## src/rtl/lfsr_comp_pkg.sv

```systemverilog
// lfsr_comp_pkg: shared types and defaults for the x/y edge generator and its resolver benches
package lfsr_comp_pkg;
    localparam int VAL_W_DEF   = 4;
    localparam int GAP_CYC_DEF = 2;
    typedef enum logic [1:0] {IDLE, CLEAR, RUN} edge_gen_state_t;
endpackage

```

## src/rtl/edge_thresh_reg.sv

```systemverilog
// edge_thresh_reg: one edge channel; latches a value and drives a registered step edge once k >= value
//   load_i : latch val_i (handshake cycle)
//   k_i    : next-cycle run count
//   run_i  : next cycle is a RUN cycle (edge forced low otherwise)
//   edge_o : registered step edge
module edge_thresh_reg #(
    parameter int VAL_W = 4
) (
    input  logic             clk,
    input  logic             rst_b,
    input  logic             load_i,
    input  logic [VAL_W-1:0] val_i,
    input  logic [VAL_W-1:0] k_i,
    input  logic             run_i,
    output logic             edge_o
);
    logic [VAL_W-1:0] val_q, val_d;
    logic             edge_q, edge_d;
    always_comb begin
        val_d  = load_i ? val_i : val_q;
        edge_d = run_i && (k_i >= val_q);
    end
    always_ff @(posedge clk or negedge rst_b) begin
        if (!rst_b) begin
            val_q  <= '0;
            edge_q <= 1'b0;
        end else begin
            val_q  <= val_d;
            edge_q <= edge_d;
        end
    end
    assign edge_o = edge_q;
endmodule

```

## src/rtl/edge_pair_gen.sv

```systemverilog
// edge_pair_gen: converts an accepted x/y value pair into two step edges inside a CLEAR+RUN frame
//   in_valid/in_ready : pair handshake, accepted only in IDLE
//   x_val/y_val       : edge offsets within RUN
//   x_edge/y_edge     : registered step edges
//   edge_rst_b        : registered active-low clear to the resolver, low during CLEAR
//   frame_done        : one-cycle pulse in the first IDLE cycle after RUN
module edge_pair_gen
    import lfsr_comp_pkg::*;
#(
    parameter int VAL_W   = VAL_W_DEF,
    parameter int GAP_CYC = GAP_CYC_DEF
) (
    input  logic             clk,
    input  logic             rst_b,
    input  logic             in_valid,
    output logic             in_ready,
    input  logic [VAL_W-1:0] x_val,
    input  logic [VAL_W-1:0] y_val,
    output logic             x_edge,
    output logic             y_edge,
    output logic             edge_rst_b,
    output logic             frame_done
);
    localparam int            GW       = $clog2(GAP_CYC + 1);
    localparam logic [GW-1:0] GAP_LAST = GW'(GAP_CYC - 1);

    edge_gen_state_t  state_q, state_d;
    logic [VAL_W-1:0] k_q, k_d;
    logic [GW-1:0]    gap_q, gap_d;
    logic             in_ready_q, edge_rst_b_q, frame_done_q;
    logic             accept, run_d;

    // in_ready_q is only high in IDLE, so it doubles as the accept qualifier
    assign accept = in_valid && in_ready_q;

    always_comb begin
        state_d = state_q;
        k_d     = k_q;
        gap_d   = gap_q;
        case (state_q)
            IDLE: begin
                if (accept) begin
                    state_d = CLEAR;
                    gap_d   = '0;
                end
            end
            CLEAR: begin
                if (gap_q == GAP_LAST) begin
                    state_d = RUN;
                    k_d     = '0;
                end else begin
                    gap_d = gap_q + 1'b1;
                end
            end
            RUN: begin
                if (&k_q) state_d = IDLE;
                else      k_d     = k_q + 1'b1;
            end
            default: state_d = IDLE;
        endcase
        run_d = (state_d == RUN);
    end

    // Outputs are computed from next-state values so every output is a flop
    always_ff @(posedge clk or negedge rst_b) begin
        if (!rst_b) begin
            state_q      <= IDLE;
            k_q          <= '0;
            gap_q        <= '0;
            in_ready_q   <= 1'b0;
            edge_rst_b_q <= 1'b0;
            frame_done_q <= 1'b0;
        end else begin
            state_q      <= state_d;
            k_q          <= k_d;
            gap_q        <= gap_d;
            in_ready_q   <= (state_d == IDLE);
            edge_rst_b_q <= (state_d != CLEAR);
            frame_done_q <= (state_q == RUN) && (state_d == IDLE);
        end
    end

    edge_thresh_reg #(.VAL_W(VAL_W)) u_x (
        .clk(clk), .rst_b(rst_b), .load_i(accept), .val_i(x_val),
        .k_i(k_d), .run_i(run_d), .edge_o(x_edge)
    );
    edge_thresh_reg #(.VAL_W(VAL_W)) u_y (
        .clk(clk), .rst_b(rst_b), .load_i(accept), .val_i(y_val),
        .k_i(k_d), .run_i(run_d), .edge_o(y_edge)
    );

    assign in_ready   = in_ready_q;
    assign edge_rst_b = edge_rst_b_q;
    assign frame_done = frame_done_q;
endmodule

```

## config.mk

```make
export PLATFORM = sky130hd
export DESIGN_NAME = edge_pair_gen
export DESIGN_NICKNAME = d
export VERILOG_FILES = /design/src/rtl/lfsr_comp_pkg.sv /design/src/rtl/edge_thresh_reg.sv /design/src/rtl/edge_pair_gen.sv
export SDC_FILE = /design/constraint.sdc
export NUM_CORES = 1
export LEC_CHECK = 0
export CORE_MARGIN = 2
export CORE_UTILIZATION = 40
export DETAILED_ROUTE_END_ITERATION = 10
export GPL_TIMING_DRIVEN = 0
export REMOVE_ABC_BUFFERS = 1
export SLEW_MARGIN = 20
export SYNTH_ARGS = -nofsm -noshare
export SYNTH_HDL_FRONTEND = slang
export SYNTH_SLANG_ARGS = --single-unit
```

## constraint.sdc

```tcl
create_clock -name clk -period 3.21 [get_ports clk]
set_clock_uncertainty 0.05 [all_clocks]
set_input_delay 0.8025 -clock clk [delete_from_list [all_inputs] [get_ports clk]]
set_output_delay 0.8025 -clock clk [all_outputs]
set_load 0.01 [all_outputs]
```

==> metrics.md, run 1 <==
| Metric | Value |
|---|---|
| Die area | `around 3400 um2` |
| Cell type with the largest total area after synthesis | `dfrtp_1` |
| Startpoint Class | `register` |
| Synth Warn # | `0` |
| Top cell type's share of synthesized area | `44.78%` |
| Sequential-to-total area share from yosys stat | `44.78%` |
| Worst hold path type | `reg -> reg` |
| Most frequent cell after synthesis | `dfrtp_1` |
| Ys async rst share | `100.0%` |
| Total number of vias | `855` |
| Min cycle time layout | `around 2700 ps` |
| # DRC | `0` |
| Cell Area, Synth | `~1200 um2` |
| RSZ-0062 raised after global routing | `no` |
| Port bufs | `15` |
| Hold EP | `u_x.val_q[2]` |
| Hold buffer count at CTS | `0` |
| Post-CTS Setup Bufs | `0` |
| Worst hold path depth | `1` |
| Cells after Synth | `106` |
| Met3 Track Usage GR | `4.018%` |
| Netlist cell types | `26` |
| Pre-Repair DR Iteration Count | `4` |
| Die height | `58.17 um` |
| Chip width | `roughly 58 um` |
| Initial antenna violation count | `0` |
| P_leak | `0.6322 nW` |
| Largest cells by area after synthesis | `dfrtp_1 45%, ha_1 15%, mux2_2 7.7%` |
| Root buffer cell | `clkbuf_4` |
| Total Routing Usage GR | `13.83%` |
| Most common flop cell mapped by yosys | `dfrtp_1` |
| Met2 usage | `approximately a quarter` |
| GR Util met1 | `15.89%` |
| Least-Margin Pin Slew | `around 940 ps` |
| Vias in the first global route | `850` |
| Crit path required time | `3350 ps` |
| Setup TNS | `0 ps` |
| Post-synth EDFFs | `0` |
| Total I/O pin count | `16` |
| Seq cells post-synth | `21` |
| Max Slew Vio Count | `0` |
| Post-CTS resize count | `0` |
| Max clock buf depth | `2` |
| Final setup violation count | `0` |
| PwrDens | `796.5 nW/um2` |
| Placed cell count | `150` |
| Routed len/inst | `13.47 um` |
| IR drop worst, VDD | `0.0005153 V` |
| First-pass GRT wire length | `3.553 mm` |
| Skew-Pair Late Insertion Delay | `310 ps` |
| Fmax | `376.2 MHz` |
| Clock Sinks | `21` |
| Critical path type | `reg -> reg` |
| Max Cap Viol | `0` |
| Area Overhead vs Synth | `17.80%` |
| Core area | `2781 um2` |
| Total CTS buffers | `3` |
| Busiest grt layer | `met2` |
| Slew HR | `37.01%` |
| Commonest cells post-synth | `21 x dfrtp_1, 14 x ha_1, 12 x inv_1` |
| Avg Inst Size Synth | `11.07 um2` |
| Initial core utilization | `a little over two fifths` |
| # rows | `19` |
| Fillers | `264` |
| Layout cells sized above 1 | `13.82%` |
| GPL Wtd Cong | `0.8215` |
| Flop2flop setup slack | `between 500 and 600 ps` |
| Fin. Hold Viols | `0` |
| Area of the multi-input gates | `593.1 um2` |
| Non-Filler Instances | `~150` |
| Via/cell ratio | `between 5 and 6` |
| Gr ovfl total | `0` |
| Worst reg-to-reg path cell count | `10` |
| Status | `complete, no violations` |
| Hold path startpoint | `u_x.val_q[2]` |
| Arr. time, crit path | `around 2800 ps` |
| # diodes | `0` |
| CP Capture Type | `register` |
| Final period util | `82.80%` |
| Drt first-iter violations | `15` |
| CTS tree | `built` |
| Pin count of the biggest net entering global routing | `22` |
| Nets | `149` |
| Clock transition at path regs | `130 ps` |
| End of the worst register-to-register path | `u_y.edge_o` |
| Register area | `525.5 um2` |
| RR Startpoint | `state_q[1]` |
| Antenna Nets Post-Route | `0` |
| WL final | `2.074 mm` |
| H-tree Lvls | `1` |
| Detailed Place HPWL | `~1.5 mm` |
| CP max FO | `6` |
[layout by cell type (no fill, tap or decap)]
cell              n
nand2b_1          3
a211oi_1          4
nor2_1            5
nor3_1            3
a22oi_1           1
clkinvlp_4        1
nand4_1           1
a31o_2            1
a21o_1            3
o21ai_0           4
and2b_1           1
nor2b_2           1
ha_1             14
a211oi_2          1
nand2_1           4
inv_1            12
clkbuf_4          3
a21oi_1           3
nand3_1           4
mux2_2            8
clkdlybuf4s50_1  15
a2111oi_4         1
nor3b_1           1
nor4_1            2
dfrtp_1          21
a22o_1            5
nand3_2           1
[area by class of cell]
| class | count | area share [%] |
|---|---|---|
| flip-flops and latches | 21 | 38.01 |
| inverters | 12 | 3.258 |
| repair buffers | 15 | 10.86 |
| clock buffers | 3 | 1.629 |
| clock inverters | 1 | 0.5430 |
| well taps | 31 | 2.805 |
| multi-input cells | 71 | 42.90 |
[worst max-delay path, stage by stage, from the launching register on]
cell	delay, ps
dfrtp_1	450
inv_1	90
ha_1	230
nor2b_2	180
nand2b_1	250
a22oi_1	290
ha_1	270
nand2b_1	160
a21o_1	190
a211oi_1	280
nor4_1	100
[logic make-up after synthesis]
| kind of cell | after synthesis | share of synthesized area [%] |
|---|---|---|
| AO/OA/AOI/OAI | 23 | 15.99 |
| AND/OR/NAND/NOR | 26 | 11.94 |
| adder cells (fa/ha/maj) | 14 | 14.93 |
| buffers and inverters | 14 | 4.690 |
| multiplexers | 8 | 7.676 |
| flip-flops | 21 | 44.78 |
[flip-flops by register name (all words and copies together) (netlist names)]
| register | flops |
|---|---|
| k_q | 4 |
| u_x.val_q | 4 |
| u_y.val_q | 4 |
| gap_q | 2 |
| state_q | 2 |
| edge_rst_b | 1 |
| frame_done | 1 |
| in_ready | 1 |
| u_x.edge_o | 1 |
| u_y.edge_o | 1 |
[metrics by stage]
stage	cell area (um2)	util [%]	worst slack (ps)	power [W]	hold slack, ps
4_1_cts	1383	49.71	579.9	0.001112	476.6
3_5_place_dp	1353	48.63	596.1	0.0009735	445.2
6_report	1383	49.71	552.0	0.001101	468.6
3_3_place_gp	1353	48.63	629.9	0.0009527	438.3
2_1_floorplan	1164	-	910.7	0.0008247	429.4
5_1_grt	1383	49.71	405.8	0.001202	502.2
[report_power, final]
part / total [W] / leakage (nW) / switching (W) / internal [W]
sequential: 0.000409 / 0.265 / 0.0000564 / 0.000352
combinational: 0.000557 / 0.354 / 0.000288 / 0.000269
clock: 0.000135 / 0.0139 / 0.0000880 / 0.0000475
total: 0.00110 / 0.632 / 0.000432 / 0.000669
[layer usage]
layer	share of wire, %	routed length, um	vias to the layer above
met3	3.7	77	6
met2	49	1018	19
met5	0	0	-
li1	-	-	416
met1	45	942	414
met4	1.7	36	0
[worst max path at each step]
stage	cells past startpoint	slack, ps	end	startpoint
after global routing	10	410	u_x.edge_o	state_q[1]
after CTS	10	580	u_x.edge_o	state_q[1]
after detailed placement	10	600	u_x.edge_o	state_q[1]
final	10	550	u_y.edge_o	state_q[1]
after global placement	10	630	u_y.edge_o	state_q[1]
after floorplan	10	910	u_x.edge_o	state_q[1]
No activity file was read; power rests on OpenSTA's default activity.
==> run 2: changes to the inputs <==
- clock period: 3.21 -> 2.3 ns (I/O delays scaled with it)
==> run 2 against run 1 <==
  * Critical path depth fell by 1
  * Worst hold slack hardly changed
  * Highest routed layer unchanged
  * Critical endpoint is now u_x.edge_o
  * Wire length increased by 8.9%
  * Final cell count up 2.6%
  * Largest power group unchanged
==> metrics.md, run 2 (synthesis gave the netlist of run 1 again) <==
| Metric | Value |
|---|---|
| Port bufs | `15` |
| Delay-heaviest family, CP | `compound AO/OA/AOI/OAI gates` |
| Pre-Repair DR Iteration Count | `4` |
| End of the worst register-to-register path | `u_x.edge_o` |
| Drt first-iter violations | `21` |
| Top Registers | `k_q: 4 flops, u_x.val_q: 4 flops, u_y.val_q: 4 flops` |
| DP Worst Slack | `-313.9 ps` |
| Overall Power | `about 0.0017 W` |
| PwrDens | `1162 nW/um2` |
| Slew HR | `36.58%` |
| Routed len/inst | `14.30 um` |
| Critical path type | `reg -> reg` |
| CP Capture Type | `register` |
| Detailed Place HPWL | `1.541 mm` |
| Total CTS buffers | `3` |
| Root buffer cell | `clkbuf_4` |
| Nets | `153` |
| Most frequent cells in the layout | `20 x dfrtp_1, 15 x clkdlybuf4s50_1, 10 x inv_1, 10 x ha_1, 8 x mux2_2` |
| Clock transition at path regs | `around 130 ps` |
| Setup TNS | `0 ps` |
| Max clock buf depth | `2` |
| Worst path slowest cell | `dfrtp_2` |
| Area Overhead vs Synth | `27.93%` |
| Worst hold path depth | `1` |
| Vias in the first global route | `886` |
| Final period util | `a little over nine tenths` |
| Skew-Pair Late Insertion Delay | `about 310 ps` |
| RR Startpoint | `state_q[0]` |
| # DRC | `0` |
| Largest stage delay, worst path | `470 ps` |
| Total number of vias | `867` |
| Clock Sinks | `21` |
| GPL Wtd Cong | `~0.82` |
| IR drop worst, VDD | `0.0007488 V` |
| Gr ovfl total | `0` |
| Core area | `2781 um2` |
| Antenna Nets Post-Route | `0` |
| Worst-path cell chain | `ha_4, nor2b_4, nand2b_4, buf_4, a22o_1, ha_1, a21o_1, a211oi_2, nor4_1` |
| WL final | `between 2 and 2.5 mm` |
| P_leak | `approximately 0.66 nW` |
| Final setup margin | `95.23 ps` |
| Crit path required time | `2440 ps` |
| Initial antenna violation count | `0` |
| Startpoint Class | `register` |
| RSZ-0062 raised after global routing | `yes` |
| # diodes | `0` |
| Via/cell ratio | `5.487` |
| CP max FO | `6` |
| Max Slew Vio Count | `0` |
| Max Cap Viol | `0` |
| Chip width | `58.17 um` |
| Least-Margin Pin Slew | `948.3 ps` |
| Buffers and inverters on the worst path | `1` |
| Commonest non-fill, non-tap cell in the layout | `dfrtp_1` |
| CTS tree | `built` |
| Final Util | `53.98%` |
| Hold path startpoint | `u_x.val_q[2]` |
| Total Routing Usage GR | `14.44%` |
| Fmax | `453.6 MHz` |
| Die height | `~58 um` |
| Status | `complete, no violations` |
| Flop2flop setup slack | `100 ps` |
| Total I/O pin count | `16` |
| Final setup violation count | `0` |
| Hold EP | `u_x.val_q[2]` |
| Layout cells sized above 1 | `26.77%` |
| H-tree Lvls | `1` |
| Die area | `3383 um2` |
| Arr. time, crit path | `roughly 2300 ps` |
| Min cycle time layout | `between 2000 and 2500 ps` |
| Pin count of the biggest net entering global routing | `22` |
| Worst reg-to-reg path cell count | `9` |
| Worst hold path type | `reg -> reg` |
| First-pass GRT wire length | `3.705 mm` |
| # rows | `19` |
| Fin. Hold Viols | `0` |
| Initial core utilization | `42.20%` |
-- run 2: changes by cell type in the layout (fill, tap and decap cells not counted), moves of 2 or more --
cell	change
ha_4	+4
a211oi_1	-3
inv_1	-2
inv_2	+2
buf_4	+4
a211oi_2	+3
ha_1	-4
-- run 2: layout make-up --
cell class              count  area (um2)
clock buffers               3       22.52
inverters                  12       45.04
multi-input cells          71       680.7
fillers                   255        1280
clock inverters             1       7.507
flip-flops and latches     21       526.8
well taps                  31       38.79
repair buffers             19       180.2
-- run 2: timing repair --
item                       4_1_cts  5_1_grt
hold buffers                     0        0
pin swaps                        1        2
setup endpoints to repair        2        2
buffers inserted                 3        1
gates resized for setup         10       10
-- run 2: per-layer routing --
| layer | up-vias | track usage, % | share of wire [%] |
|---|---|---|---|
| met4 | 0 | 3.987 | 1.3 |
| met2 | 13 | 26.46 | 52 |
| met3 | 4 | 4.018 | 2.8 |
| met5 | - | 0 | 0 |
| met1 | 429 | 16.31 | 44 |
| li1 | 421 | - | - |
-- run 2: report_power, final --
group | switching [W] | internal (W) | total [W]
Clock | 0.000124 | 0.0000663 | 0.000191
Sequential | 0.0000789 | 0.000493 | 0.000572
Combinational | 0.000473 | 0.000508 | 0.000981
Total | 0.000676 | 0.00107 | 0.00174
-- run 2: per-stage QoR --
| stage | instances | area [um2] | hold WS [ps] |
|---|---|---|---|
| after floorplan | 104 | 1164 | 229.4 |
| after global placement | 150 | 1353 | 438.3 |
| after detailed placement | 150 | 1353 | 445.2 |
| after CTS | 157 | 1440 | 476.6 |
| after global routing | 158 | 1501 | 502.2 |
| final | 158 | 1501 | 468.5 |
-- run 2: worst max path at each step --
stage,start,endpoint,slack [ps],depth (start not counted)
after floorplan,state_q[1],u_x.edge_o,0.7,10
after global placement,state_q[1],u_y.edge_o,-280,10
after detailed placement,state_q[1],u_x.edge_o,-310,10
after CTS,gap_q[1],u_x.edge_o,8,10
after global routing,state_q[1],u_y.edge_o,-20,10
final,state_q[0],u_x.edge_o,100,9
==> run 3: changes to the inputs <==
- CORE_MARGIN: 2 -> 3
- CORE_UTILIZATION: 40 -> 34
- DONT_BUFFER_PORTS: default -> 1
==> run 3 against run 2 <==
  * Worst hold slack worse by 100 ps
  * Final cell count unchanged
  * Clock power down 7%
  * Sequential share of layout area grew 2.6 points
  * Global-route usage is 2.5 points lower
  * Sequential power grew 1%
  * Count of clock-buffer cells in the layout stayed put
  * Critical endpoint unchanged
  * Largest power group unchanged
  * Die area rose by 24%
  * Sequential cell count is the same
  * Combinational power decreased by 5.6%
==> metrics.md, run 3 (synthesis gave the netlist of run 1 again) <==
| Metric | Value |
|---|---|
| Status | `complete, no violations` |
| Pre-Repair DR Iteration Count | `2` |
| PwrDens | `1205 nW/um2` |
| Final Util | `43.94%` |
| RR Startpoint | `state_q[0]` |
| Critical path type | `reg -> reg` |
| P_leak | `0.6194 nW` |
| Flop2flop setup slack | `110 ps` |
| Final period util | `95.31%` |
| Clock Sinks | `21` |
| CP Capture Type | `register` |
| Worst hold path type | `in -> reg` |
| Fmax | `456.2 MHz` |
| Startpoint Class | `register` |
| Max clock buf depth | `2` |
| First-pass GRT wire length | `3.850 mm` |
| Layout cells sized above 1 | `31.58%` |
| Register area | `525.5 um2` |
| Slew HR | `between 30% and 40%` |
| Hold path startpoint | `x_val[2]` |
| Least-Margin Pin Slew | `around 960 ps` |
| Area Overhead vs Synth | `18.98%` |
| Fin. Hold Viols | `0` |
| Pin count of the biggest net entering global routing | `22` |
| Gr ovfl total | `0` |
| Worst reg-to-reg path cell count | `10` |
| Total Routing Usage GR | `11.93%` |
| # DRC | `0` |
| Initial antenna violation count | `0` |
| Die area | `between 4000 and 5000 um2` |
| Fillers | `290` |
| Clock transition at path regs | `about 120 ps` |
| Most frequent cells in the layout | `21 x dfrtp_1, 10 x inv_1, 10 x ha_1` |
| Initial core utilization | `36.93%` |
| Cell area after layout | `1396 um2` |
| Routed len/inst | `13.98 um` |
| Commonest non-fill, non-tap cell in the layout | `dfrtp_1` |
| # diodes | `0` |
| Drt first-iter violations | `14` |
| Area of the multi-input gates | `695.7 um2` |
| Total I/O pin count | `16` |
| Final setup violation count | `0` |
| RSZ-0062 raised after global routing | `no` |
| Hold EP | `u_x.val_q[2]` |
| Detailed Place HPWL | `1.520 mm` |
| Max Cap Viol | `0` |
| Antenna Nets Post-Route | `0` |
| Skew-Pair Late Insertion Delay | `300 ps` |
| CP max FO | `5` |
| Root buffer cell | `clkbuf_4` |
| Chip width | `64.75 um` |
| End of the worst register-to-register path | `u_x.edge_o` |
| WL final | `2.209 mm` |
| Port bufs | `0` |
| Max Slew Vio Count | `0` |
| Crit path required time | `2430 ps` |
| Min cycle time layout | `about 2200 ps` |
| Die height | `~65 um` |
| H-tree Lvls | `1` |
| CTS tree | `built` |
| Setup TNS | `0 ps` |
| Worst hold path depth | `1` |
| Nets | `140` |
| Total placed instance area | `1219 um2` |
| Core area | `3178 um2` |
| Vias in the first global route | `about 830` |
| IR drop worst, VDD | `roughly 0.00061 V` |
| Top Registers | `k_q: 4 flops, u_x.val_q: 4 flops, u_y.val_q: 4 flops` |
| # rows | `20` |
| GPL Wtd Cong | `~0.80` |
| Total CTS buffers | `3` |
| Arr. time, crit path | `2320 ps` |
| Total number of vias | `~800` |
| Via/cell ratio | `4.924` |
## run 3: changes by cell type in the layout (fill, tap and decap cells not counted), sizes merged
| cell | change |
|---|---|
| buf | +1 |
| dlygate4sd3 | +1 |
| clkinv | +1 |
| clkinvlp | -1 |
| clkdlybuf4s50 | -15 |
## run 3: metrics by stage
| stage | hold slack, ps | total power (W) | worst slack (ps) | std cells |
|---|---|---|---|---|
| 4_1_cts | 353.1 | 0.001571 | 12.13 | 157 |
| 6_report | 364.8 | 0.001683 | 107.9 | 158 |
| 3_3_place_gp | 229.9 | 0.001261 | -255.8 | 148 |
| 5_1_grt | 327.4 | 0.001837 | 8.844 | 158 |
| 2_1_floorplan | 229.4 | 0.001151 | 0.7268 | 104 |
| 3_5_place_dp | 229.8 | 0.001287 | -256.0 | 148 |
## run 3: cell type report
type | count | share of cell area (%)
inverter | 12 | 3.226
tap | 44 | 3.943
timing repair buffer | 6 | 3.405
clock buffer | 3 | 1.613
clock inverter | 1 | 0.3584
sequential | 21 | 37.63
multi-input combinational | 71 | 49.82
## run 3: how the worst max path moves through the flow
stage	startpoint	end	slack (ps)	cells after the start
final	state_q[0]	u_x.edge_o	110	10
after global routing	state_q[0]	u_y.edge_o	9	8
after global placement	state_q[1]	u_y.edge_o	-260	10
after CTS	state_q[0]	u_y.edge_o	10	9
after floorplan	state_q[1]	u_x.edge_o	0.7	10
after detailed placement	state_q[1]	u_y.edge_o	-260	10
## run 3: timing repair
action / 4_1_cts / 5_1_grt
buffers inserted: 4 / 1
hold buffers: 1 / 0
gates cloned: 0 / 0
hold endpoints to repair: 21 / 0
pin swaps: 1 / 1
endpoints found under the setup margin: 2 / 2
gates resized for setup: 7 / 15
## run 3: power breakdown
| group | internal [W] | total, W | switching [W] |
|---|---|---|---|
| Sequential | 0.000492 | 0.000579 | 0.0000871 |
| Combinational | 0.000461 | 0.000926 | 0.000465 |
| Clock | 0.0000647 | 0.000177 | 0.000112 |
## run 3: metal layers
metal	global-route usage [%]	share of wire, %
met5	0	0
met1	13.45	43
met4	7.124	3.1
met2	20.69	51
met3	2.253	2.7
## run 3: critical path: stages (launching register included)
cell      delay (ps)
dfrtp_1          440
inv_2            100
ha_4             310
nand3_1           80
o21ai_2           80
a22oi_2           80
ha_1             290
nand2b_1         140
a21o_1           190
a211oi_2         220
nor4_1            70
